$ cat src/rtl/cpu_pkg.sv
// Shared CPU definitions: datapath width, flag bit positions and the ALU op
// encodings used by the ALU, the controller and the writeback stage.
package cpu_pkg;

   localparam int DATA_W = 8;

   // Flag vector layout {Z,C,V,S}; FLAG_W is the width of the packed vector.
   localparam int FLAG_Z = 3;
   localparam int FLAG_C = 2;
   localparam int FLAG_V = 1;
   localparam int FLAG_S = 0;
   localparam int FLAG_W = 4;

   typedef enum logic [1:0] {
      ALU_PASS = 2'd0,
      ALU_ADD  = 2'd1,
      ALU_SUB  = 2'd2
   } alu_op_e;

   typedef logic [FLAG_W-1:0] flags_t;

   // Place the individual ALU flag outputs at their fixed bit positions.
   function automatic flags_t pack_flags(input logic z, input logic c,
                                         input logic v, input logic s);
      flags_t f;
      f         = '0;
      f[FLAG_Z] = z;
      f[FLAG_C] = c;
      f[FLAG_V] = v;
      f[FLAG_S] = s;
      return f;
   endfunction

endpackage

$ cat src/rtl/regfile_nx8.sv
// Register file: NREGS x DATA_W, one synchronous write port, two combinational
// read ports, synchronous active-low clear. Out-of-range addresses (only
// possible for non-power-of-two NREGS) drop writes and read as zero.
module regfile_nx8 #(
   parameter  int NREGS  = 4,
   parameter  int DATA_W = 8,
   localparam int ADDR_W = $clog2(NREGS)
) (
   input  logic              clk,
   input  logic              rst_n,
   input  logic              we,
   input  logic [ADDR_W-1:0] wa,
   input  logic [DATA_W-1:0] wd,
   input  logic [ADDR_W-1:0] ra_a,
   output logic [DATA_W-1:0] rd_a,
   input  logic [ADDR_W-1:0] ra_b,
   output logic [DATA_W-1:0] rd_b
);

   localparam bit FULL = ((1 << ADDR_W) == NREGS);

   logic [DATA_W-1:0] regs [NREGS];
   logic              wr_ok;
   logic              a_ok;
   logic              b_ok;

   // Range guards only exist when the address space is not fully populated.
   if (FULL) begin : g_full
      assign wr_ok = 1'b1;
      assign a_ok  = 1'b1;
      assign b_ok  = 1'b1;
   end else begin : g_part
      assign wr_ok = (int'(wa)   < NREGS);
      assign a_ok  = (int'(ra_a) < NREGS);
      assign b_ok  = (int'(ra_b) < NREGS);
   end

   // Storage update: clear on reset, otherwise single write port.
   // NOTE: this array is reset on purpose (architectural all-zero state after
   // reset); memories without that requirement should not be reset.
   always_ff @(posedge clk) begin
      if (!rst_n) begin
         for (int i = 0; i < NREGS; i++) regs[i] <= '0;
      end else if (we && wr_ok) begin
         regs[wa] <= wd;
      end
   end

   assign rd_a = a_ok ? regs[ra_a] : '0;
   assign rd_b = b_ok ? regs[ra_b] : '0;

endmodule

$ cat src/rtl/alu_writeback.sv
// ALU writeback stage: one-entry staging register behind a valid/ready
// handshake, commit into regfile_nx8 and the flags register, commit counter.
// Optional feature macro: WB_BYPASS_EN forwards the staged result and flags
// to the read ports and flags output before they are committed.
module alu_writeback #(
   parameter  int DATA_W = cpu_pkg::DATA_W,
   parameter  int NREGS  = 4,
   localparam int ADDR_W = $clog2(NREGS)
) (
   input  logic                      clk,
   input  logic                      rst_n,
   input  logic                      in_valid,
   output logic                      in_ready,
   input  logic [DATA_W-1:0]         in_data,
   input  logic [ADDR_W-1:0]         in_dst,
   input  logic                      in_wr_flags,
   input  logic                      in_zero,
   input  logic                      in_carry,
   input  logic                      in_overflow,
   input  logic                      in_sign,
   input  logic                      freeze,
   input  logic [ADDR_W-1:0]         rd_a_addr,
   input  logic [ADDR_W-1:0]         rd_b_addr,
   output logic [DATA_W-1:0]         rd_a_data,
   output logic [DATA_W-1:0]         rd_b_data,
   output logic [cpu_pkg::FLAG_W-1:0] flags,
   output logic [7:0]                commit_count
);

   import cpu_pkg::*;

   logic              stg_valid;
   logic [DATA_W-1:0] stg_data;
   logic [ADDR_W-1:0] stg_dst;
   logic              stg_wf;
   flags_t            stg_flags;
   flags_t            flags_q;

   logic              accept;
   logic              commit;
   logic [DATA_W-1:0] arr_a;
   logic [DATA_W-1:0] arr_b;

   // The stage can drain and refill on the same edge, so a full stage only
   // blocks input while frozen.
   assign in_ready = rst_n && (!stg_valid || !freeze);
   assign accept   = in_valid && in_ready;
   assign commit   = stg_valid && !freeze;

   // Staging register, committed flags and commit counter.
   // NOTE: sequential state uses non-blocking assignments so every register
   // samples pre-edge values regardless of statement order.
   always_ff @(posedge clk) begin
      if (!rst_n) begin
         stg_valid    <= 1'b0;
         stg_data     <= '0;
         stg_dst      <= '0;
         stg_wf       <= 1'b0;
         stg_flags    <= '0;
         flags_q      <= '0;
         commit_count <= '0;
      end else begin
         if (accept) begin
            stg_valid <= 1'b1;
            stg_data  <= in_data;
            stg_dst   <= in_dst;
            stg_wf    <= in_wr_flags;
            stg_flags <= pack_flags(in_zero, in_carry, in_overflow, in_sign);
         end else if (commit) begin
            stg_valid <= 1'b0;
         end
         if (commit) begin
            commit_count <= commit_count + 8'd1;
            if (stg_wf) flags_q <= stg_flags;
         end
      end
   end

   regfile_nx8 #(
      .NREGS  (NREGS),
      .DATA_W (DATA_W)
   ) u_regfile (
      .clk   (clk),
      .rst_n (rst_n),
      .we    (commit),
      .wa    (stg_dst),
      .wd    (stg_data),
      .ra_a  (rd_a_addr),
      .rd_a  (arr_a),
      .ra_b  (rd_b_addr),
      .rd_b  (arr_b)
   );

`ifdef WB_BYPASS_EN
   // Forward the staged entry; it is newer than anything in the array.
   // NOTE: every output of this always_comb gets a default first so no
   // latch can be inferred on any path.
   always_comb begin
      rd_a_data = arr_a;
      rd_b_data = arr_b;
      flags     = flags_q;
      if (stg_valid && (rd_a_addr == stg_dst)) rd_a_data = stg_data;
      if (stg_valid && (rd_b_addr == stg_dst)) rd_b_data = stg_data;
      if (stg_valid && stg_wf)                 flags     = stg_flags;
   end
`else
   assign rd_a_data = arr_a;
   assign rd_b_data = arr_b;
   assign flags     = flags_q;
`endif

endmodule

$ cat config.mk
export PLATFORM = sky130hd
export DESIGN_NAME = alu_writeback
export DESIGN_NICKNAME = d
export VERILOG_FILES = /design/src/rtl/cpu_pkg.sv /design/src/rtl/regfile_nx8.sv /design/src/rtl/alu_writeback.sv
export SDC_FILE = /design/constraint.sdc
export NUM_CORES = 1
export LEC_CHECK = 0
export CORE_MARGIN = 2
export CORE_UTILIZATION = 51
export DETAILED_ROUTE_END_ITERATION = 12
export PLACE_DENSITY = 0.78
export SLEW_MARGIN = 20
export SYNTH_ARGS = -nofsm -noshare
export SYNTH_HDL_FRONTEND = slang
export SYNTH_SLANG_ARGS = --single-unit
$ cat constraint.sdc
create_clock -name clk -period 1.9 [get_ports clk]
set_clock_uncertainty 0.05 [all_clocks]
set_input_delay 0.285 -clock clk [delete_from_list [all_inputs] [get_ports clk]]
set_output_delay 0.285 -clock clk [all_outputs]
set_load 0.005 [all_outputs]
After elaboration in Yosys (flattened, before gate mapping)

Memory sizes are Yosys's and may differ from the RTL's.
Cells that the tools add are included.

Flip-flop bits (word level): 28
Memory bits (writable): 32
Input bits: 23
Output and inout port bits: 29
Word-level logic and storage cells: 27
Memories: 1

Memory list:

| memory         | words | bits a word | rd ports | clocked after memory_dff | write ports | RTL line          | RTL |
|---|---|---|---|---|---|---|---|
| u_regfile.regs | 4     | 8           | 2        | 0                        | 4           | regfile_nx8.sv:22 | `logic [DATA_W-1:0] regs [NREGS];` |

Add/subtract/negate cells: 1
Multiplexer cells: 9
Reductions and logical operators: 9

Operators with widths:

| kind                                         | count |
|---|---|
| adder 8 x 1 -> 8 bit (second input constant) | 1 |
| 2-to-1 mux 8 bit                             | 1 |
| OR reduction 8 bit                           | 1 |
| 2-to-1 mux 1 bit                             | 7 |
| logical AND 1 bit                            | 3 |
| logical NOT 1 bit                            | 2 |
| 2-to-1 mux 2 bit                             | 1 |
| AND reduction 2 bit                          | 1 |
| nonzero test 2 bit                           | 1 |
| logical OR 1 bit                             | 1 |

Longest topological paths before layout

Depth in word-level cells: 7
Gate-level depth with buffers: 4
Depth with buffers taken out: 4

Hierarchy

From an unflattened synthesis, not the netlist that was laid out.

Cell total of the unflattened synthesis: 215
Area, all modules: 2740.1 um2

By module, submodules not included:

| module        | instances | cells an instance | area each (um2) | sequential area each (um2) |
|---|---|---|---|---|
| regfile_nx8   | 1         | 97                | 1634.1          | 960.9 |
| alu_writeback | 1         | 118               | 1106.1          | 560.5 |

Least setup slack after synthesis

OpenSTA, ideal clock, no wires.

Path type: reg-to-reg
Start: register stg_valid
End: memory u_regfile.regs[3][0], enable pin
Library setup time: 0.384 ns
Arrival: 1.216 ns
Path slack: 0.250 ns
Stages on the path, launching flop included: 3
Path buffers: 0
Period minus slack after synthesis: 1.650 ns
Cell sequence: dfxtp_1 nand2b_1 o21ai_0

RTL lines:

| element                | RTL line            | RTL |
|---|---|---|
| start, declared        | alu_writeback.sv:32 | `logic stg_valid;` |
| start signal, assigned | alu_writeback.sv:55 | `stg_valid <= 1'b0;` |
| start signal, assigned | alu_writeback.sv:64 | `stg_valid <= 1'b1;` |
| start signal, assigned | alu_writeback.sv:70 | `stg_valid <= 1'b0;` |
| end, declared          | regfile_nx8.sv:22   |  |

Final worst setup path

Start: input rd_a_addr[1]
End: output rd_a_data[4]

Word-level cells in the longest chain between the ends: 1

RTL lines:

| element            | RTL line            | RTL |
|---|---|---|
| start, declared    | alu_writeback.sv:22 | `input logic [ADDR_W-1:0] rd_a_addr,` |
| memory (4 x 8 bit) | --                  |  |
| end, declared      | alu_writeback.sv:24 | `output logic [DATA_W-1:0] rd_a_data,` |

No other way between the ends.

==> impl_metrics.yaml <==
status:
  status: "complete, no violations"
pwr:
  p_per_area_mw_per_mm2: 740
  p_total_mw: 2.77
  peakVddDrop_mv: 0.426
  cellLeakagePower_nw: 1.55
timing:
  setup_ws_ns: 0.0532
  min_period_ns: 1.85
  slew_headroom: 0.646
  hold_viol: 0
  slew_violations: 0
  setup_violations: 0
  grt_setup_unrepaired: "false"
  worst_pin_slew_ns: 0.530
  fmax_ghz: 0.541
  finalCritPeriodShare: 0.972
synth:
  ys_warn_count: 0
  ys_types: 30
  synth_edf_count: 32
  ys_top_cells_by_count: "edfxtp_1, and3_1, dfxtp_1"
  synth_top_area_share: 0.352
  synthCells: 216
  ys_ff_latch: 60
  syn_nets: 240
  async_flop_share: 0
  yosys-top-cells-area: "edfxtp_1, dfxtp_1, mux4_2"
  yosysSeqAreaShare: 0.557
  post-synth-top-area-cell: "edfxtp_1"
  synthesis.area_mm2: 0.00273
  synthFlopType: "edfxtp_1"
  syn_area_per_cell_um2: 12.6
  yosysMostFrequentCell: "edfxtp_1"
detailed_routing:
  drt_wl_total_um: 6020
  vias: 2081
  wl_per_cell_um: 16.2
  vias_per_cell: 5.61
  drc: 0
  firstDrtPassIters: 4
  antenna_left: 0
  drt_iter0_markers: 142
place:
  gp_congestion: 0.782
  place_ws_ns: -0.351
  hpwl_um: 4080
  io_buffers: 51
  placed_cell_area_mm2: 0.00350
global_routing:
  grt_pass1_wl_um: 10000
  overflow: 0
  globalRouteTotalUtil: 0.218
  antenna_found_initial: 0
  grt_pass1_vias: 2124
  grt_max_degree: 23
die:
  io_pins: 52
  core-area_mm2: 0.00514
  die_area_mm2: 0.00596
  die_height_um: 77.2
  die_width_um: 77.2
  initial_core_util: 0.531
  rows: 26
clocking:
  cts_made_buffers: 9
  htreeDepth: 3
  clkLatencyLatePin_ns: 0.33
  cts_tree: "yes"
  cts_sinks: 60
  clk_root_buffer_cell: "clkbuf_8"
  cts.clk_slew.worst_paths_ns: 0.06
  cts_buffer_depth: 2
final_layout:
  drive_above_1_share: 0.246
  final_cell_area_mm2: 0.00374
  n_antenna_cell: 0
  syn_to_final_growth_pct: 36.9
  final_nets: 320
setup_path:
  crit_chain: "clkdlybuf4s50_1 -> buf_12 -> mux4_2 -> dlygate4sd2_1"
  slowest_stage: "clkdlybuf4s50_1"
  worst-path-max-fanout: 8
  worstSetupPathType: "in2out"
  worstPathArrival_ns: 1.51
  max_stage_delay_ns: 0.52
  crit_path_end_kind: "output pin"
  critPathLaunchType: "input port"
  required_ns: 1.56
hold_path:
  hp-class: "reg2reg"
run:
  maxCapViolations: 0
## report_power, final
part,switching [mW],total (mW),internal (mW)
clock network,0.458,0.959,0.501
registers,0.0383,1.46,1.42
logic,0.136,0.350,0.214
## area by class of cell
| class | instances | area (µm²) |
|---|---|---|
| inverter | 4 | 15.0 |
| timing repair buffer | 83 | 820 |
| fill | 398 | 1400 |
| multi-input combinational | 138 | 1130 |
| tap | 70 | 87.6 |
| sequential | 60 | 1520 |
| clock inverter | 3 | 13.8 |
| clock buffer | 13 | 149 |
## worst max-delay path, delay by kind of cell
kind | cells | cell delay [ns]
mux | 1 | 0.29
buf+inv | 3 | 0.94
## final timing paths
path                      from                   end  slack (ns)  cells after the start
hold reg to reg       flags[3]              flags[3]        0.41                      2
hold / removal        flags[3]              flags[3]        0.41                      2
setup / recovery  rd_a_addr[1]          rd_a_data[4]        0.05                      4
setup reg to reg    stg_dst[0]  u_regfile.regs[2][4]        0.37                      5
## flip-flops by register name, indices dropped and copies added (netlist names)
register / count
stg_valid: 1
commit_count: 8
stg_wf: 1
u_regfile.regs: 32
stg_flags: 4
stg_data: 8
flags: 4
stg_dst: 2
## metal layers
layer	GRT usage	vias up	share of wire
li1	-	975	-
met1	0.262	1006	0.42
met2	0.381	85	0.50
met3	0.0541	15	0.066
met4	0.0714	0	0.018
met5	0	-	0
## cells in the final DEF (no fill, tap or decap), types with 2 or more instances in the layout
cell type / synthesis / routed
clkbuf_1: 5 / 3
buf_12: 0 / 7
nor2_1: 3 / 3
nor4_1: 2 / 2
edfxtp_1: 32 / 32
nand2_1: 15 / 15
a31o_1: 4 / 4
dfxtp_1: 28 / 28
a21oi_1: 9 / 9
a31o_2: 10 / 10
inv_1: 4 / 4
and3_1: 30 / 30
nand2b_1: 5 / 5
xnor2_1: 2 / 2
nand3b_1: 2 / 2
mux4_2: 16 / 16
dlygate4sd2_1: 0 / 18
clkinv_2: 0 / 2
or3_1: 3 / 3
and2_1: 16 / 16
clkdlybuf4s15_1: 0 / 2
clkbuf_8: 0 / 10
nand3_1: 6 / 6
mux2i_1: 3 / 3
clkdlybuf4s50_1: 0 / 31
buf_4: 0 / 24
o21ai_0: 4 / 4
## stage by stage
stage	instances	hold slack [ns]	setup TNS, ns	util
final	371	0.409	0	0.728
after detailed placement	344	0.399	-10.86	0.681
after global routing	371	0.442	0	0.728
after floorplan	216	0.367	0	-
after CTS	366	0.413	0	0.720
after global placement	344	0.401	-9.35	0.681
## repair_timing
item | CTS | global route
resized for setup | 21 | 2
hold buffers | 0 | 0
endpoints found under the setup margin | 17 | 5
setup buffers | 6 | 5
## cells by family (layout without fill, tap and decap cells)
logic type / Yosys count / count (layout) / share of synthesized area
compound gates: 28 / 28 / 0.0728
xor+xnor: 2 / 2 / 0.00641
fa+ha+maj: 1 / 1 / 0.00458
buf+inv: 18 / 103 / 0.0279
flops: 60 / 60 / 0.557
mux: 19 / 19 / 0.143
simple gates: 88 / 88 / 0.188
No activity file was read; power rests on OpenSTA's default activity.
